===== config.mk =====
export PLATFORM = sky130hd
export DESIGN_NAME = branch_resolver_flat
export DESIGN_NICKNAME = d
export VERILOG_FILES = /design/src/rtl/branch_resolver_if.sv /design/src/rtl/branch_resolver.sv /design/src/flat_wrapper.sv
export SDC_FILE = /design/constraint.sdc
export NUM_CORES = 1
export LEC_CHECK = 0
export BUFFER_PORTS_ARGS = -buffer_cell sky130_fd_sc_hd__buf_2
export CAP_MARGIN = 30
export CORE_ASPECT_RATIO = 0.6
export CORE_MARGIN = 5
export CORE_UTILIZATION = 40
export DETAILED_ROUTE_END_ITERATION = 6
export GPL_ROUTABILITY_DRIVEN = 0
export PLACE_DENSITY = 0.63
export RECOVER_POWER = 25
export SYNTH_ARGS = -nofsm -noshare
export SYNTH_HDL_FRONTEND = slang
export SYNTH_SLANG_ARGS = --single-unit

===== constraint.sdc =====
create_clock -name clk -period 6.7 [get_ports clk]
set_input_delay 0.335 -clock clk [delete_from_list [all_inputs] [get_ports clk]]
set_output_delay 0.335 -clock clk [all_outputs]
set_load 0.005 [all_outputs]

===== src/rtl/branch_resolver_if.sv =====
// rtl/branch_resolver_if.sv - branch result / ROB head / fetch redirect bundle for branch_resolver
interface branch_resolver_if #(
    parameter int IDX_W = 4,
    parameter int PC_W  = 16,
    parameter int CNT_W = 8
);
    logic             br_valid;
    logic [IDX_W-1:0] br_rob_index;
    logic [PC_W-1:0]  br_target;
    logic             br_taken;
    logic             alloc_valid;
    logic [IDX_W-1:0] alloc_index;
    logic             head_valid;
    logic             head_is_branch;
    logic [IDX_W-1:0] head_index;
    logic             fetch_ready;
    logic             commit_ready;
    logic             flush;
    logic             redirect_valid;
    logic [PC_W-1:0]  redirect_pc;
    logic [CNT_W-1:0] flush_count;

    modport master (
        output br_valid, br_rob_index, br_target, br_taken,
        output alloc_valid, alloc_index,
        output head_valid, head_is_branch, head_index, fetch_ready,
        input  commit_ready, flush, redirect_valid, redirect_pc, flush_count
    );

    modport slave (
        input  br_valid, br_rob_index, br_target, br_taken,
        input  alloc_valid, alloc_index,
        input  head_valid, head_is_branch, head_index, fetch_ready,
        output commit_ready, flush, redirect_valid, redirect_pc, flush_count
    );
endinterface


===== src/rtl/branch_resolver.sv =====
// rtl/branch_resolver.sv - per-ROB branch resolution table, head retire and flush/redirect FSM
module branch_resolver #(
    parameter int ROB_SIZE = 16,
    parameter int IDX_W    = 4,
    parameter int PC_W     = 16,
    parameter int CNT_W    = 8
) (
    input  logic               clk,
    input  logic               reset,
    branch_resolver_if.slave   bus
);
    localparam logic [1:0] ST_IDLE     = 2'd0;
    localparam logic [1:0] ST_FLUSH    = 2'd1;
    localparam logic [1:0] ST_REDIRECT = 2'd2;

    logic [1:0]          state_q, state_d;
    logic [ROB_SIZE-1:0] resolved_q, resolved_d;
    logic [ROB_SIZE-1:0] taken_q;
    logic [PC_W-1:0]     target_q [ROB_SIZE];
    logic [PC_W-1:0]     redirect_pc_q, redirect_pc_d;
    logic [CNT_W-1:0]    flush_count_q, flush_count_d;

    logic hit;
    logic br_wr;
    logic commit_ready;
    logic flush;
    logic redirect_valid;

    // Head decision looks only at registered table state; no same-cycle bypass of br data.
    assign hit = bus.head_valid & bus.head_is_branch & resolved_q[bus.head_index];

    always_comb begin
        state_d        = state_q;
        resolved_d     = resolved_q;
        redirect_pc_d  = redirect_pc_q;
        flush_count_d  = flush_count_q;
        commit_ready   = 1'b0;
        flush          = 1'b0;
        redirect_valid = 1'b0;
        br_wr          = 1'b0;

        case (state_q)
            ST_IDLE: begin
                br_wr = bus.br_valid;
                if (hit) begin
                    if (!taken_q[bus.head_index]) begin
                        commit_ready                = 1'b1;
                        resolved_d[bus.head_index]  = 1'b0;
                    end else begin
                        redirect_pc_d = target_q[bus.head_index];
                        state_d       = ST_FLUSH;
                    end
                end
            end
            ST_FLUSH: begin
                flush          = 1'b1;
                commit_ready   = 1'b1;
                redirect_valid = 1'b1;
                flush_count_d  = flush_count_q + 1'b1;
                state_d        = bus.fetch_ready ? ST_IDLE : ST_REDIRECT;
            end
            ST_REDIRECT: begin
                redirect_valid = 1'b1;
                if (bus.fetch_ready) begin
                    state_d = ST_IDLE;
                end
            end
            default: state_d = ST_IDLE;
        endcase

        // Later assignments take priority: flush clear > alloc clear > branch write.
        if (br_wr) begin
            resolved_d[bus.br_rob_index] = 1'b1;
        end
        if (bus.alloc_valid) begin
            resolved_d[bus.alloc_index] = 1'b0;
        end
        if (state_q == ST_FLUSH) begin
            resolved_d = '0;
        end
    end

    always_ff @(posedge clk) begin
        if (reset) begin
            state_q       <= ST_IDLE;
            resolved_q    <= '0;
            redirect_pc_q <= '0;
            flush_count_q <= '0;
        end else begin
            state_q       <= state_d;
            resolved_q    <= resolved_d;
            redirect_pc_q <= redirect_pc_d;
            flush_count_q <= flush_count_d;
        end
    end

    // Payload is only meaningful while resolved is set, so it needs no reset.
    always_ff @(posedge clk) begin
        if (br_wr) begin
            taken_q[bus.br_rob_index]  <= bus.br_taken;
            target_q[bus.br_rob_index] <= bus.br_target;
        end
    end

    assign bus.commit_ready   = commit_ready;
    assign bus.flush          = flush;
    assign bus.redirect_valid = redirect_valid;
    assign bus.redirect_pc    = redirect_pc_q;
    assign bus.flush_count    = flush_count_q;
endmodule


===== src/flat_wrapper.sv =====
// flat-port wrapper written by rule: the top's interface ports become plain ports
module branch_resolver_flat 
#(
    parameter int ROB_SIZE = 16,
    parameter int IDX_W    = 4,
    parameter int PC_W     = 16,
    parameter int CNT_W    = 8
)
  (clk, reset, bus_br_valid, bus_br_rob_index, bus_br_target, bus_br_taken, bus_alloc_valid, bus_alloc_index, bus_head_valid, bus_head_is_branch, bus_head_index, bus_fetch_ready, bus_commit_ready, bus_flush, bus_redirect_valid, bus_redirect_pc, bus_flush_count);
  branch_resolver_if #(.IDX_W(IDX_W), .PC_W(PC_W), .CNT_W(CNT_W)) bus_i ();
  input  logic clk;
  input  logic reset;
  input wire logic [$bits(bus_i.br_valid)-1:0] bus_br_valid;
  input wire logic [$bits(bus_i.br_rob_index)-1:0] bus_br_rob_index;
  input wire logic [$bits(bus_i.br_target)-1:0] bus_br_target;
  input wire logic [$bits(bus_i.br_taken)-1:0] bus_br_taken;
  input wire logic [$bits(bus_i.alloc_valid)-1:0] bus_alloc_valid;
  input wire logic [$bits(bus_i.alloc_index)-1:0] bus_alloc_index;
  input wire logic [$bits(bus_i.head_valid)-1:0] bus_head_valid;
  input wire logic [$bits(bus_i.head_is_branch)-1:0] bus_head_is_branch;
  input wire logic [$bits(bus_i.head_index)-1:0] bus_head_index;
  input wire logic [$bits(bus_i.fetch_ready)-1:0] bus_fetch_ready;
  output wire logic [$bits(bus_i.commit_ready)-1:0] bus_commit_ready;
  output wire logic [$bits(bus_i.flush)-1:0] bus_flush;
  output wire logic [$bits(bus_i.redirect_valid)-1:0] bus_redirect_valid;
  output wire logic [$bits(bus_i.redirect_pc)-1:0] bus_redirect_pc;
  output wire logic [$bits(bus_i.flush_count)-1:0] bus_flush_count;
  assign bus_i.br_valid = bus_br_valid;
  assign bus_i.br_rob_index = bus_br_rob_index;
  assign bus_i.br_target = bus_br_target;
  assign bus_i.br_taken = bus_br_taken;
  assign bus_i.alloc_valid = bus_alloc_valid;
  assign bus_i.alloc_index = bus_alloc_index;
  assign bus_i.head_valid = bus_head_valid;
  assign bus_i.head_is_branch = bus_head_is_branch;
  assign bus_i.head_index = bus_head_index;
  assign bus_i.fetch_ready = bus_fetch_ready;
  assign bus_commit_ready = bus_i.commit_ready;
  assign bus_flush = bus_i.flush;
  assign bus_redirect_valid = bus_i.redirect_valid;
  assign bus_redirect_pc = bus_i.redirect_pc;
  assign bus_flush_count = bus_i.flush_count;
  branch_resolver #(.ROB_SIZE(ROB_SIZE), .IDX_W(IDX_W), .PC_W(PC_W), .CNT_W(CNT_W)) u_core (.clk(clk), .reset(reset), .bus(bus_i));
endmodule

## Yosys cells after proc, flatten, opt, wreduce, memory -nomap -nowiden

Memories as Yosys holds them, arrays and structs flattened. A register that Yosys moved wholly into a read port is not among the register bits.
Index checks and enable logic that the tools add are counted.

- Register bits after elaboration: 42
- RAM bits: 256
- Input bits: 36
- Output and inout port bits: 27
- Memories kept: 1

Memory list:

| name | words | width | read ports | clocked after memory_dff | wr ports | RTL line | RTL |
|---|---|---|---|---|---|---|---|
| u_core.target_q | 16 | 16 | 1 | 1 | 1 | branch_resolver.sv:19 | `logic [PC_W-1:0] target_q [ROB_SIZE];` |

- Add/sub/neg operators: 1
- Order comparisons: 6
- Eq/ne operators: 5
- Mux-type cells: 29
- Bitwise logic cells: 7
- Reductions and logical operators: 8

Operators with widths:

| cell | count |
|---|---|
| $mux W16 | 5 |
| $and A16 B16 Y16 | 2 |
| $not A16 Y16 | 2 |
| $bwmux W16 | 1 |
| $or A16 B16 Y16 | 1 |
| $lt A4 B5 Y1 const B | 3 |
| $demux W1 S4 | 3 |
| $ge A4 B1 Y1 const B | 3 |
| $mux W1 | 12 |
| $add A8 B1 Y8 const B | 1 |
| $bmux W1 S4 | 2 |
| $mux W2 | 4 |
| $pmux W2 S3 | 1 |
| $reduce_and A3 Y1 | 2 |
| $ne A2 B1 Y1 const B | 2 |
| $reduce_or A2 Y1 | 2 |
| $logic_and A1 B1 Y1 | 3 |
| $and A1 B1 Y1 | 2 |
| $eq A2 B1 Y1 const B | 1 |
| $eq A2 B2 Y1 const B | 1 |
| $logic_not A2 Y1 | 1 |
| $ne A2 B2 Y1 const B | 1 |
| $pmux W1 S2 | 1 |

## Depth between registers and ports, before layout

Gate-level depths: netlist of the first run.

- Depth in word-level cells: 13
- Mapped depth: 10
- Depth with buffers taken out: 8

## Worst setup path after synthesis of the first run

Ideal clock, no wire load.

- Kind: register to register
- Start: register u_core.state_q[1]
- End: register u_core.taken_q[4], enable pin
- Library setup time: 393 ps
- Arrival time: 2054 ps
- Data required time: 6307 ps
- Path slack: 4253 ps
- Cell stages (with the launch flop): 7
- Period minus slack after synthesis: 2447 ps
- Cells stage by stage: dfxtp_1 > inv_1 > ha_1 > clkbuf_1 > nand2_1 > or3_1 > nor2_1

- Longest elaborated chain between the ends: 2

Ends and longest elaborated chain:

| element | RTL line | RTL |
|---|---|---|
| start, declared | branch_resolver.sv:16 | `logic [1:0] state_q, state_d;` |
| start signal, assigned | branch_resolver.sv:90 | `state_q <= state_d;` |
| $logic_not A2 Y1 | branch_resolver.sv:42 | `case (state_q)` |
| $mux W1 | branch_resolver.sv:42 |  |
| end signal, assigned by index | branch_resolver.sv:100 | `taken_q[bus.br_rob_index] <= bus.br_taken;` |
| end, declared | branch_resolver.sv:18 | `logic [ROB_SIZE-1:0] taken_q;` |

No other way between the ends.
A chain may end at the register's enable or synchronous reset.

## Final worst setup path of the first run

- Start: input port bus_head_index[1]
- End: output port bus_commit_ready

- Longest elaborated chain between the ends: 5
- Elaborated cells between the ends (all ways): 8
- Those cells by class: 7 x mux; 1 x bitwise

Ends and longest elaborated chain:

| element | RTL line | RTL |
|---|---|---|
| start, declared | flat_wrapper.sv:21 | `input wire logic [$bits(bus_i.head_index)-1:0] bus_head_index;` |
| $bmux W1 S4, on equally long branches | branch_resolver.sv:46, branch_resolver.sv:30 |  |
| $mux W1, on equally long branches | branch_resolver.sv:46, branch_resolver.sv:30 |  |
| $mux W1 or $and A1 B1 Y1 (tied branches) | branch_resolver.sv:46, branch_resolver.sv:30 |  |
| $mux W1 (*) | branch_resolver.sv:45 | `if (hit) begin` |
| $pmux W1 S2 (*) | branch_resolver.sv:42 |  |
| end, declared | flat_wrapper.sv:23 | `output wire logic [$bits(bus_i.commit_ready)-1:0] bus_commit_ready;` |

Every way passes the cells marked *; elsewhere a longest branch is shown, timed or not. The select of a mux whose other input is x is not followed.

==> results.cfg, run 1 <==
[clock_network]
cts_buffers = 28
clkTransAtPathRegs_ns = 0.07
cts_buffer_depth = 3
cts_resized = 0
clkLatencyLatePin_ns = 0.56
cts.sinks = 314
cts-htree-levels = 1
cts_tree = yes
ctsHoldBuffers = 0
root_buffer = clkbuf_16
post-cts-setup-buffers = 0

[timing]
setup_viol = 0
fin_skew_ns = 0.00909
layout_setup_ws_ns = 3.15
clock.fmax_ghz = 0.282
maxSlewHeadroom_pct = 33.5
worst_pin_slew_ns = 0.995
fin_crit_sh_pct = 52.9
rsz0062_at_grt = no
drv_slew = 0
setup_tns_ns = 0
hold_viol = 0
period_needed_ns = 3.55

[setup_path]
start_kind = primary input
crit_type = in -> out
worstSetupEndpointType = output pin
cp_max_fo = 45
cp.arrival_ns = 3.21
required_ns = 6.36

[floorplanning]
die_w_um = 237
initial_core_util_pct = 40.2
die_h_um = 146
fp-row-count = 50
pin_count = 63
core_area_sq_um = 30900
dieArea_sq_um = 34800

[place]
placed_area_sq_um = 13300
numPortBuffers = 62
dp_hpwl_mm = 16.7
dp_cells = 1122
pre_cts_ws_ns = 3.01

[synthesis]
synth_top_area_cell = edfxtp_1
synth_top_area_share_pct = 65.8
synthFlopType = edfxtp_1
synth_edf_count = 272
synth_cell_type_count = 40
synth_common_cells = edfxtp_1, mux4_2, dfxtp_1
yosysMostFrequentCell = edfxtp_1
syn_nets = 710
ys_seq_area_share_pct = 72.6
ys_warn_count = 0
syn_avg_cell_area_sq_um = 18.5
synth_area_leaders = edfxtp_1, mux4_2, dfxtp_1
syn-instance-count = 670
yosys_register_bits = 314
syn-cell-area_sq_um = 12400
async_reset_ff_share_pct = 0

[pwr]
p_clk_share_pct = 39.4
switching_share_pct = 21.0
p_sw_w = 0.000822
leakagePower_nw = 4.56
vdd_drop_max_mv = 0.190
pwr_density_cell_nw_per_um2 = 276
p_int_w = 0.00309
comb_power_share_pct = 5.5
share_seq_of_total_power_pct = 55.1

[layout]
num-fill-cells = 2627
area.growth.synth_to_final_pct = 14.3
final_nets = 776
utilization_pct = 45.9
design_area_sq_um = 14200
final_layout_size_suffix_gt1_share_pct = 26.4
stdcell_count = 1171
antenna_cells = 0

[grt]
grt_overflow = 0
track_usage_pct = 16.0
grt_pass1_vias = 6539
grt_max_degree = 48
antenna_found_initial = 0
grt_pass1_wl_mm = 42.2

[routing]
drtAntennaViolNets = 0
vias = 6539
drtPass1Iterations = 5
drcViolationCount = 0
first_iter_violations = 561
wire_per_inst_um = 23.9
routed_via_density = 5.58
drt_wl_total_mm = 28.0

[outcome]
outcome = finished clean

[flow_run]
drv_cap = 0

[hold_path]
hold_path.class = in -> reg
routing by layer:
layer  vias to the layer above  routed length, um  track usage, %  share of wire, %
li1                       2855                  -               -                 -
met1                      3427              12800            24.1                46
met2                       224              12800            24.4                46
met3                        33               1960            3.85               7.0
met4                         0                437            2.62               1.6
met5                         -                  0               0                 0
cell usage in the layout, fill, tap and decap left out, types with 5 or more instances in the layout:
| master | synthesis | final |
|---|---|---|
| nand2_1 | 19 | 19 |
| nor2b_1 | 7 | 7 |
| clkbuf_1 | 21 | 20 |
| inv_1 | 11 | 11 |
| mux2i_1 | 7 | 7 |
| o221ai_1 | 5 | 5 |
| buf_4 | 2 | 9 |
| o21ai_0 | 17 | 17 |
| buf_2 | 13 | 49 |
| nor2_1 | 28 | 20 |
| nand4_1 | 13 | 13 |
| dfxtp_1 | 42 | 42 |
| edfxtp_1 | 272 | 272 |
| buf_16 | 0 | 7 |
| nand3_1 | 30 | 30 |
| nand2b_1 | 5 | 5 |
| a21oi_1 | 27 | 27 |
| clkbuf_16 | 0 | 28 |
| clkinv_1 | 0 | 5 |
| o21ai_1 | 19 | 19 |
| mux4_2 | 85 | 85 |
area by class of cell:
| type | count | area, sq um | area share [%] |
|---|---|---|---|
| Tap cell | 416 | 520 | 3.67 |
| Clock inverter | 11 | 110 | 0.776 |
| Clock buffer | 38 | 748 | 5.27 |
| Timing Repair Buffer | 76 | 547 | 3.85 |
| Inverter | 11 | 41.3 | 0.291 |
| Sequential cell | 314 | 9010 | 63.5 |
| Multi-Input combinational cell | 305 | 3210 | 22.7 |
per-stage QoR:
stage,hold slack (ns),power [W]
after floorplan,0.434,0.00233
after global placement,0.463,0.00241
after detailed placement,0.478,0.00242
after CTS,0.102,0.00395
after global routing,0.142,0.00404
final,0.126,0.00391
power groups by stage:
| stage | Combinational [W] | Sequential (W) | Clock (W) |
|---|---|---|---|
| finish | 0.000217 | 0.00216 | 0.00154 |
| global route | 0.000235 | 0.00216 | 0.00165 |
| CTS | 0.000221 | 0.00215 | 0.00157 |
| detailed placement | 0.000220 | 0.00220 | 0 |
| global placement | 0.000212 | 0.00220 | 0 |
| floorplan | 0.000135 | 0.00220 | 0 |
cell families (layout without fill, tap and decap cells):
logic type | after synthesis | count (layout) | synth area share [%]
xor+xnor | 5 | 5 | 0.353
flops | 314 | 314 | 72.6
fa+ha+maj | 4 | 4 | 0.403
mux | 92 | 92 | 16.0
compound gates | 83 | 83 | 3.95
simple gates | 121 | 121 | 4.88
buf+inv | 51 | 136 | 1.85
state kept, by name, indices dropped and copies added (netlist names):
signal,cells
u_core.bus.redirect_pc,16
u_core.resolved_q,16
u_core.state_q,2
u_core.taken_q,16
u_core.target_q,256
u_core.bus.flush_count,8
critical path: stages:
cell and delay [ns]:
buf_4 0.45, buf_4 0.64, nor2b_1 0.27, a22oi_1 0.22
and3_1 0.29, o21a_1 0.63, a21o_1 0.22, buf_2 0.11
path summary, 6_finish.rpt:
path | startpoint | endpoint | slack (ns) | cells after the start
worst max-delay path | bus_head_index[1] | bus_commit_ready | 3.15 | 8
worst min-delay path | bus_br_rob_index[0] | u_core.resolved_q[1] | 0.13 | 3
worst max register to register | u_core.state_q[1] | u_core.target_q[3][5] | 3.74 | 5
worst min register to register | u_core.resolved_q[9] | u_core.resolved_q[9] | 0.49 | 2
No activity file was read; power rests on OpenSTA's default activity.
==> inputs of run 2 (changes only) <==
- clock period: 6.7 -> 3.55 ns (I/O delays scaled with it)
==> run 2 against run 1 <==
Effect of this change:
- clock skew increased by 0.0014 ns
- final cell count increased by 2.6%
- sequential power increased by 88%
- first-iteration DRC count increased by 24%
- cell area increased by 1.4%
- non-clock buffer count increased by 30
- die area unchanged
==> results.cfg, run 2 (synthesis gave the netlist of run 1 again) <==
[flow_run]
drv_cap = 0

[layout]
final_nets = 805
design_area_sq_um = 14400
final_common_cell = edfxtp_1
num-fill-cells = 2629
largest_reg_flops = 256
area.growth.synth_to_final_pct = 15.9
final_layout_size_suffix_gt1_share_pct = 28.4
stdcell_count = 1202
final_cell_mix = edfxtp_1, mux4_2, buf_2, dfxtp_1, nand3_1
largest_register = u_core.target_q
antenna_cells = 0

[timing]
whs_ns = 0.0310
drv_slew = 0
worst_pin_slew_ns = 0.945
fin_crit_sh_pct = 72.8
fin_skew_ns = 0.0105
clock.fmax_ghz = 0.387
rsz0062_at_grt = no
setup_tns_ns = 0
period_needed_ns = 2.59
maxSlewHeadroom_pct = 36.8
setup_viol = 0
hold_viol = 0

[grt]
grt_max_degree = 40
antenna_found_initial = 0
track_usage_pct = 16.7
grt_overflow = 0
grt_pass1_vias = 6679
grt_pass1_wl_mm = 43.7

[pwr]
comb_power_share_pct = 5.7
vdd_drop_max_mv = 0.388
p_clk_share_pct = 40.9
leakagePower_nw = 4.70
switching_share_pct = 21.1
p_sw_w = 0.00161
pwr_density_cell_nw_per_um2 = 529
p_int_w = 0.00600
share_seq_of_total_power_pct = 53.4

[floorplanning]
core_area_sq_um = 30900
die_h_um = 146
dieArea_sq_um = 34800
die_w_um = 237
initial_core_util_pct = 40.2
pin_count = 63
fp-row-count = 50

[setup_path]
cpPeakStageDelay_ns = 0.51
required_ns = 3.37
cpMaxStageDelayCell = and4_1
cp_num_buf_inv = 1
start_kind = register
cp_max_fo = 9
critical_path.top_delay_family = simple AND/OR/NAND/NOR gates
cp.arrival_ns = 2.41
crit_type = reg -> out
worstSetupEndpointType = output pin
worstPathCellList = mux4_2, nand2_1, and4_1, a21o_1, buf_2

[clock_network]
root_buffer = clkbuf_16
clkLatencyLatePin_ns = 0.55
clkTransAtPathRegs_ns = 0.07
post-cts-setup-buffers = 0
cts_tree = yes
ctsHoldBuffers = 16
cts_buffers = 27
cts-htree-levels = 1
cts.sinks = 314
cts_resized = 0
cts_buffer_depth = 3

[routing]
first_iter_violations = 693
vias = 6704
drtPass1Iterations = 5
route.met3.wl_mm = 2.14
wl_met2_mm = 13.3
top_layer = met4
wl_met1_mm = 13.5
routed_via_density = 5.58
drt_wl_total_mm = 29.4
drcViolationCount = 0
wire_per_inst_um = 24.4
drtAntennaViolNets = 0

[place]
dp_hpwl_mm = 16.9
placed_area_sq_um = 13300
numPortBuffers = 62
dp_cells = 1136

[outcome]
outcome = finished clean

[hold_path]
hold_path.class = in -> reg
run 2: cell count changes in the layout (fill, tap and decap cells not counted), moves of 3 or more:
cell           change
nor2_2             +4
nor2_4             -4
inv_6              +3
clkinv_4           +3
buf_4             +20
bufinv_16          +3
buf_16             -7
dlygate4sd3_1     +16
clkbuf_1           -7
run 2: path summary, 6_finish.rpt:
kind	slack, ns	from	cells after the start	to
max	0.96	u_core.taken_q[4]	5	bus_commit_ready
min	0.03	bus_br_rob_index[3]	4	u_core.resolved_q[11]
max reg2reg	1.17	u_core.state_q[1]	7	u_core.target_q[5][0]
min reg2reg	0.48	u_core.bus.redirect_pc[11]	2	u_core.bus.redirect_pc[11]
run 2: tightest hold or removal path, delay by kind of cell:
family / cells / cell delay, ns
AO/OA/AOI/OAI: 1 / 0.05
AND/OR/NAND/NOR: 2 / 0.18
buffers and inverters: 1 / 0.13
run 2: power groups by stage:
stage	clock, W	sequential, W	combinational, W
floorplan	0	0.00414	0.000255
global placement	0	0.00415	0.000414
detailed placement	0	0.00415	0.000420
CTS	0.00319	0.00406	0.000435
global route	0.00335	0.00407	0.000466
finish	0.00312	0.00407	0.000430
run 2: stage by stage:
stage	utilization (%)	power [W]	setup slack, ns
6_report	46.5	0.00761	0.964
5_1_grt	46.5	0.00788	0.855
4_1_cts	46.6	0.00768	0.968
3_5_place_dp	43.0	0.00457	0.688
3_3_place_gp	43.0	0.00456	0.736
2_1_floorplan	-	0.00440	1.10
run 2: metal layers:
layer | GRT usage [%] | vias to the layer above
met1 | 25.7 | 3498
li1 | - | 2922
met5 | 0 | -
met2 | 25.6 | 253
met4 | 2.31 | 0
met3 | 3.34 | 31
run 2: layout make-up:
class	count	area, sq um	area share (%)
clock inverters	20	246	1.71
inverters	11	41.3	0.287
flip-flops and latches	314	9010	62.6
repair buffers	106	686	4.77
multi-input cells	305	3190	22.2
clock buffers	30	687	4.78
well taps	416	520	3.62
